--- src/rtl/reg_ctrl_pkg.sv ---
// reg_ctrl_pkg: shared types and constants for the register-bank write arbiter.
//   state_t      : arbiter FSM states
//   ACC_ADDR     : accumulator (global) register address
//   BANK_REG_ADDR: bank-select (global) register address
//   BANK0..2     : bank encodings held in the bank-select register
//   norm_bank()  : maps a requested bank onto a legal bank (3 -> 0)
package reg_ctrl_pkg;

    typedef enum logic [2:0] {
        INIT,
        IDLE,
        SWITCH,
        WRITE,
        RESTORE
    } state_t;

    localparam int unsigned ACC_ADDR      = 0;
    localparam int unsigned BANK_REG_ADDR = 1;

    localparam logic [1:0] BANK0 = 2'd0;
    localparam logic [1:0] BANK1 = 2'd1;
    localparam logic [1:0] BANK2 = 2'd2;

    function automatic logic [1:0] norm_bank(input logic [1:0] bank);
        return (bank == 2'd3) ? BANK0 : bank;
    endfunction

endpackage

--- src/rtl/rr_arb2.sv ---
// rr_arb2: two-input round-robin picker.
//   clk, reset_n : clock, synchronous active-low reset
//   req          : per-input request
//   update       : commit the current grant as the new last-grant pointer
//   grant_idx    : index of the granted input (combinational)
//   grant_valid  : at least one input is requesting
module rr_arb2 (
    input  logic       clk,
    input  logic       reset_n,
    input  logic [1:0] req,
    input  logic       update,
    output logic       grant_idx,
    output logic       grant_valid
);

    logic last;

    // Ties go to the input that did not win last time; reset value of 1
    // lets input 0 win the first tie.
    always_comb begin
        grant_valid = |req;
        grant_idx   = (&req) ? ~last : req[1];
    end

    always_ff @(posedge clk) begin
        if (!reset_n)
            last <= 1'b1;
        else if (update)
            last <= grant_idx;
    end

endmodule

--- src/rtl/reg_bank_write_arbiter.sv ---
// reg_bank_write_arbiter: shares the register file's single write port
// between core writeback (port 0) and the loader/debug port (port 1),
// inserting bank-select writes to register 1 before banked writes and,
// for port 1, restoring the previous bank afterwards.
//   clk, reset_n          : clock, synchronous active-low reset
//   req_valid[1:0]        : per-port request, held until that port's ack
//   req_bankN/addrN/dataN : target bank, register and data per port
//   ack[1:0]              : one-cycle pulse when the port's data write issues
//   busy                  : FSM not in IDLE
//   cur_bank              : shadow of the bank selected in the register file
//   write_en/waddr/data_in: register-file write port
module reg_bank_write_arbiter
    import reg_ctrl_pkg::*;
#(
    parameter int unsigned DW         = 8,
    parameter int unsigned AW         = 3,
    parameter int unsigned RESTORE_P1 = 1
) (
    input  logic          clk,
    input  logic          reset_n,
    input  logic [1:0]    req_valid,
    input  logic [1:0]    req_bank0,
    input  logic [1:0]    req_bank1,
    input  logic [AW-1:0] req_addr0,
    input  logic [AW-1:0] req_addr1,
    input  logic [DW-1:0] req_data0,
    input  logic [DW-1:0] req_data1,
    output logic [1:0]    ack,
    output logic          busy,
    output logic [1:0]    cur_bank,
    output logic          write_en,
    output logic [AW-1:0] waddr,
    output logic [DW-1:0] data_in
);

    state_t        state, state_nxt;
    logic          grant_idx, grant_valid, arb_update;
    logic [1:0]    sel_bank;
    logic [AW-1:0] sel_addr;
    logic          need_switch;

    logic          lat_port, lat_switch;
    logic [1:0]    lat_bank, saved_bank;
    logic [AW-1:0] lat_addr;
    logic [DW-1:0] lat_data;

    rr_arb2 u_arb (
        .clk        (clk),
        .reset_n    (reset_n),
        .req        (req_valid),
        .update     (arb_update),
        .grant_idx  (grant_idx),
        .grant_valid(grant_valid)
    );

    // Globals (addr 0/1) live outside the banks and never need a switch.
    always_comb begin
        sel_bank    = norm_bank(grant_idx ? req_bank1 : req_bank0);
        sel_addr    = grant_idx ? req_addr1 : req_addr0;
        need_switch = (sel_addr > AW'(BANK_REG_ADDR)) && (sel_bank != cur_bank);
    end

    always_ff @(posedge clk) begin
        if (!reset_n) begin
            state      <= INIT;
            cur_bank   <= BANK0;
            saved_bank <= BANK0;
            lat_port   <= 1'b0;
            lat_switch <= 1'b0;
            lat_bank   <= BANK0;
            lat_addr   <= '0;
            lat_data   <= '0;
        end else begin
            state <= state_nxt;
            case (state)
                IDLE: begin
                    if (grant_valid) begin
                        lat_port   <= grant_idx;
                        lat_bank   <= sel_bank;
                        lat_addr   <= sel_addr;
                        lat_data   <= grant_idx ? req_data1 : req_data0;
                        lat_switch <= need_switch;
                    end
                end
                SWITCH: begin
                    saved_bank <= cur_bank;
                    cur_bank   <= lat_bank;
                end
                WRITE: begin
                    // A direct write to the bank register moves the shadow too.
                    if (lat_addr == AW'(BANK_REG_ADDR))
                        cur_bank <= (lat_data == DW'(1)) ? BANK1 :
                                    (lat_data == DW'(2)) ? BANK2 : BANK0;
                end
                RESTORE: cur_bank <= saved_bank;
                default: ;
            endcase
        end
    end

    always_comb begin
        state_nxt  = state;
        write_en   = 1'b0;
        waddr      = '0;
        data_in    = '0;
        ack        = '0;
        arb_update = 1'b0;
        case (state)
            INIT: begin
                write_en  = 1'b1;
                waddr     = AW'(BANK_REG_ADDR);
                state_nxt = IDLE;
            end
            IDLE: begin
                if (grant_valid) begin
                    arb_update = 1'b1;
                    state_nxt  = need_switch ? SWITCH : WRITE;
                end
            end
            SWITCH: begin
                write_en  = 1'b1;
                waddr     = AW'(BANK_REG_ADDR);
                data_in   = DW'(lat_bank);
                state_nxt = WRITE;
            end
            WRITE: begin
                write_en      = 1'b1;
                waddr         = lat_addr;
                data_in       = lat_data;
                ack[lat_port] = 1'b1;
                state_nxt     = (lat_port && (RESTORE_P1 != 0) && lat_switch) ? RESTORE : IDLE;
            end
            RESTORE: begin
                write_en  = 1'b1;
                waddr     = AW'(BANK_REG_ADDR);
                data_in   = DW'(saved_bank);
                state_nxt = IDLE;
            end
            default: state_nxt = INIT;
        endcase
        // State sits at INIT throughout reset; the INIT write must only
        // appear once reset_n is released, so outputs are held quiet here.
        if (!reset_n) begin
            write_en   = 1'b0;
            waddr      = '0;
            data_in    = '0;
            ack        = '0;
            arb_update = 1'b0;
        end
    end

    assign busy = (state != IDLE);

endmodule

--- config.mk ---
export PLATFORM = sky130hd
export DESIGN_NAME = reg_bank_write_arbiter
export DESIGN_NICKNAME = d
export VERILOG_FILES = /design/src/rtl/reg_ctrl_pkg.sv /design/src/rtl/rr_arb2.sv /design/src/rtl/reg_bank_write_arbiter.sv
export SDC_FILE = /design/constraint.sdc
export NUM_CORES = 1
export LEC_CHECK = 0
export ABC_AREA = 0
export ABC_CLOCK_PERIOD_IN_PS = 2200
export CAP_MARGIN = 20
export CORE_UTILIZATION = 48
export DETAILED_ROUTE_END_ITERATION = 7
export PLACE_DENSITY = 0.82
export REMOVE_ABC_BUFFERS = 1
export SYNTH_ARGS = -nofsm -noshare
export SYNTH_HDL_FRONTEND = slang
export SYNTH_SLANG_ARGS = --single-unit
--- constraint.sdc ---
create_clock -name clk -period 2.2 [get_ports clk]
set_input_delay 0.55 -clock clk [delete_from_list [all_inputs] [get_ports clk]]
set_output_delay 0.55 -clock clk [all_outputs]
set_load 0.03 [all_outputs]
[Word-level counts from Yosys, hierarchy flattened]
Index checks and enable logic that the tools add are counted.
Operators by class
  shift operators: 0
  multiply operators: 0
  mux-type cells: 26
  reduce and logical (&&, ||, !) cells: 12
  bitwise logic cells: 1
  divide/modulo/power cells: 0
  eq/ne operators: 12
  add/subtract/negate cells: 0
  magnitude comparators: 3
Operator list (count)
  $pmux 8 s3: 1
  $mux 8: 2
  $mux 2: 7
  $mux 3: 4
  $pmux 3 s4: 1
  $eq 8x1->1 const B: 1
  $eq 8x2->1 const B: 1
  $mux 1: 8
  $eq 3x1->1 const B: 2
  $eq 3x2->1 const B: 2
  $pmux 2 s3: 1
  $pmux 3 s2: 1
  $reduce_and 2->1: 3
  $ne 2x2->1 const B: 2
  $reduce_or 2->1: 2
  $reduce_or 4->1: 1
  $eq 3x3->1 const B: 1
  $gt 3x1->1 const B: 1
  $logic_and 1x1->1: 3
  $logic_not 3->1: 1
  $ne 3x1->1 const B: 1
  $reduce_bool 3->1: 1
  $reduce_or 3->1: 1
  $eq 2x2->1 const B: 1
  other kinds (5): 5
Word-level totals
  flip-flop bits (word level): 23
  output and inout bits: 17
  RAM bits: 0
  bits in read-only memories: 0
  latch bits: 0
  bits of input ports: 30
  memories: 0
  word-level logic and storage cells: 63

[Longest topological paths before layout]
  depth after elaboration: 10
  depth in mapped cells: 6
  gate-level depth less buffers: 4

[By module]
Synthesis repeated with hierarchy kept, for this count alone.
Second synthesis, totals
  cells, all modules: 162
  area, all modules: 1382.6 µm²
By module, submodules not included
  reg_bank_write_arbiter: area an instance 1330.0 µm², seq. area each 440.4 µm², cells an instance 156, times used 1
  rr_arb2: area an instance 52.6 µm², seq. area each 20.0 µm², cells an instance 6, times used 1

[Least setup slack after synthesis]
No wires, ideal clock.
  path type: input to output
  start: input port reset_n
  end: output port ack[0]
  arrival time: 1523 ps
  slack: 127 ps
  path buffers: 1
  required time: 1650 ps
  stages on the path: 3
  path through: clkbuf_1 nand2_1 nor3_1
On the way
  longest elaborated chain between the ends: 1
Ends and longest elaborated chain
  from (decl): line reg_bank_write_arbiter.sv:20  | input logic reset_n,
  $mux 2: line reg_bank_write_arbiter.sv:143  | if (!reset_n) begin
  to (decl): line reg_bank_write_arbiter.sv:28  | output logic [1:0] ack,
Every way passes these cells.

[Worst setup path after layout]
  start: register state[0]
  end: output port data_in[3]
On the way
  longest elaborated chain between the ends: 3
  elaborated cells between the ends (all ways): 5
  those cells by class: eq/ne: 3; mux: 2
Ends and longest elaborated chain
  from (decl): line reg_bank_write_arbiter.sv:36  | state_t state, state_nxt;
  from (signal assigned): line reg_bank_write_arbiter.sv:74  | state <= state_nxt;
  $eq 3x3->1 / $eq 3x2->1 (equally long branches): line reg_bank_write_arbiter.sv:108  | case (state)
  $pmux 8 s3 *: line reg_bank_write_arbiter.sv:108
  $mux 8 *: line reg_bank_write_arbiter.sv:143
  to (decl): line reg_bank_write_arbiter.sv:33  | output logic [DW-1:0] data_in
Mark *: on every way between the ends. The rest lies on a longest branch, timed or not.

==> impl_metrics.ini <==
[clocking]
numCtsBuffers = 3
h-tree-depth = 1
clk_pin_slew_worst_paths_ns = 0.14
cts_sinks = 23
ctsLongestPathBuffers = 2
cts_root_buf = clkbuf_4
cts_tree = built
clk_latency_ns = 0.32

[critical_path]
worst-setup-path-type = reg -> out
path_delay_family = buffers and inverters
path_cells = buf_6, nand2_2, nor2_2, buf_2, and2_1, buf_4
path_max_fanout = 14
worst_setup_path_end_kind = output pin
cp-start-kind = flip-flop
crit_buf_inv = 3
cp.arrival_ns = 1.54
critPathMaxStageDelay_ns = 0.37
crit_required_ns = 1.65
crit_path_top_delay_cell = dfxtp_2

[yosys]
ys_async_sr_fraction_pct = 0
postSynthCellCount = 159
synth_top_family_by_area = simple AND/OR/NAND/NOR gates
synthAdderAreaFrac_pct = 0
synthXorXnorAreaFrac_pct = 1.28
ys_seq_area_share_pct = 33.6
post_synth_num_cell_types = 39
synth_enable_flop_cells = 0
muxShareOfSynthArea_pct = 10.2
yosys.area_share.simple_pct = 28.9
ys_seq_elements = 23
yosys_warnings = 0
synth_area_mm2 = 0.00137
synth_compound_area_share_pct = 21.1
syn_area_per_cell_um2 = 8.61
ys_dominant_reg_cell = dfxtp_1

[power]
p_leak_uw = 0.000767
p_per_area_mw_per_mm2 = 543
vdd_ir_drop_max_uv = 486

[finish]
area_delta_synth_final_pct = 41.4
antenna_cells = 0
final_net_count = 245
drive_above_1_share_pct = 22.9
stdcell_count = 245

[place]
place_ws_ns = -0.0193
port_buffers = 46
dpl.cell_count = 239
dp_hpwl_um = 2790
place_congestion = 0.785

[route]
totalWireLength_um = 3670
drcViolationCount = 0
drtAntennaViolNets = 0
viasPerCell = 5.68
num_vias = 1391
drt_first_pass_iters = 4
initialDrtViolationCount = 46
wl_per_cell_um = 15.0

[grt]
met2_usage_pct = 47.3
grt-ovfl-total = 0
grt_pass1_vias = 1423
antenna_found_initial = 0
grt_max_degree = 15
track_usage_pct = 25.2
grt_busiest_layer = met2
use_met1_pct = 30.8
grt_pass1_wl_um = 6350
use_met3_pct = 3.51

[timing]
finalClockSkew_ns = 0.00852
slew_violations = 0
setup_viol = 0
setup-tns-final_ns = 0
hold_viol = 0
fin_crit_sh_pct = 94.8
worst_slew_pin_slew_ns = 0.396
setup_ws_ns = 0.114
fin_crit_ns = 2.09
max_freq_mhz = 479
rsz0062_at_grt = no
hold_ws_ns = 0.474
slew_headroom_pct = 73.5

[floorplanning]
ios = 47
row_count = 19
die_w_um = 55.4
fp.dieArea_mm2 = 0.00307
core_mm2 = 0.00273
dieHeight_um = 55.4
start_util_pct = 50.1

[run_status]
status = complete, no violations

[run]
cap_violations = 0

[hold_path]
hold_class = reg -> reg
[synth_stat cells, types with 3 or more instances]
library cell  count  area, um^2
a21oi_1           4        20.0
nor2_1           11        41.3
o21ai_1          10        50.1
a21boi_0          5        37.5
a22o_1            3        26.3
dfxtp_1          23         460
o221ai_1          4        35.0
and4bb_2          3        37.5
and2_1            9        56.3
nand2b_1          6        37.5
mux2i_1          14         140
o311a_1           3        30.0
nand2_1          16        60.1
nor3_1            3        15.0
buf_2             5        25.0
o21ai_0           6        30.0
clkbuf_1          3        11.3
[worst paths after layout]
path,from,endpoint,slack [ns],depth (start not counted)
worst min-delay path,lat_addr[2],lat_addr[2],0.47,2
worst min register to register,lat_addr[2],lat_addr[2],0.47,2
worst max register to register,cur_bank[1],state[0],0.70,4
worst max-delay path,state[0],data_in[3],0.11,6
[cell type report]
class / instances / area (um^2)
Multi-Input combinational cell: 124 / 852
Inverter: 2 / 7.51
Timing Repair Buffer: 61 / 544
Fill cell: 210 / 798
Sequential cell: 23 / 463
Tap cell: 31 / 38.8
Clock inverter: 1 / 7.51
Clock buffer: 3 / 22.5
[metrics by stage]
step / total power [uW] / util (%) / area, um^2
2_1_floorplan: 673 / - / 1310
3_3_place_gp: 826 / 68.5 / 1870
3_5_place_dp: 840 / 68.5 / 1870
4_1_cts: 1040 / 70.3 / 1920
5_1_grt: 1110 / 70.8 / 1940
6_report: 1050 / 70.8 / 1940
[power by group]
group	internal (uW)	switching (uW)	leakage, uW
registers	455	33.8	0.000188
logic	180	174	0.000565
clock network	69.3	140	0.0000139
[sequential cells by signal, summed over array words and instances (netlist names)]
name,flops
lat_addr,3
lat_bank,2
lat_data,8
u_arb.last,1
cur_bank,2
state,3
saved_bank,2
lat_switch,1
lat_port,1
[timing repair]
action	in CTS	in global routing
resized for setup	8	6
gates cloned	1	0
setup buffers	1	0
setup endpoints to repair	12	12
hold buffers	0	0
[layout by cell type, fill, tap and decap left out, types with 3 or more instances in the layout]
master,Yosys,final
buf_4,0,25
o21ai_1,10,10
nor3_1,3,3
o21ai_0,6,6
clkdlybuf4s50_1,0,30
mux2i_1,14,14
nand2b_1,6,6
o311a_1,3,3
nand2_1,16,15
nor2_1,11,9
a21oi_1,4,4
o221ai_1,4,4
and2_1,9,9
clkbuf_4,0,3
dfxtp_1,23,21
buf_6,2,3
a22o_1,3,3
and4bb_2,3,3
a21boi_0,5,5
[metal layers]
layer  vias up  wire length [um]
met3         4               164
met5         -                 0
met2        49              1920
met1       653              1560
met4         0                31
li1        685                 -
[cell families (layout without fill, tap and decap cells)]
logic type | count (synthesis) | after routing
buffers and inverters | 12 | 67
AND/OR/NAND/NOR | 66 | 66
flip-flops | 23 | 23
XOR/XNOR | 2 | 2
multiplexers | 14 | 14
AO/OA/AOI/OAI | 42 | 42
[worst register-to-register path: stages (launching register included)]
cell and delay (ns):
dfxtp_1 0.48, and4bb_2 0.27, nor4b_2 0.20, o32ai_1 0.15, o311a_1 0.31
Note: power is estimated with default switching activity, not from simulation.
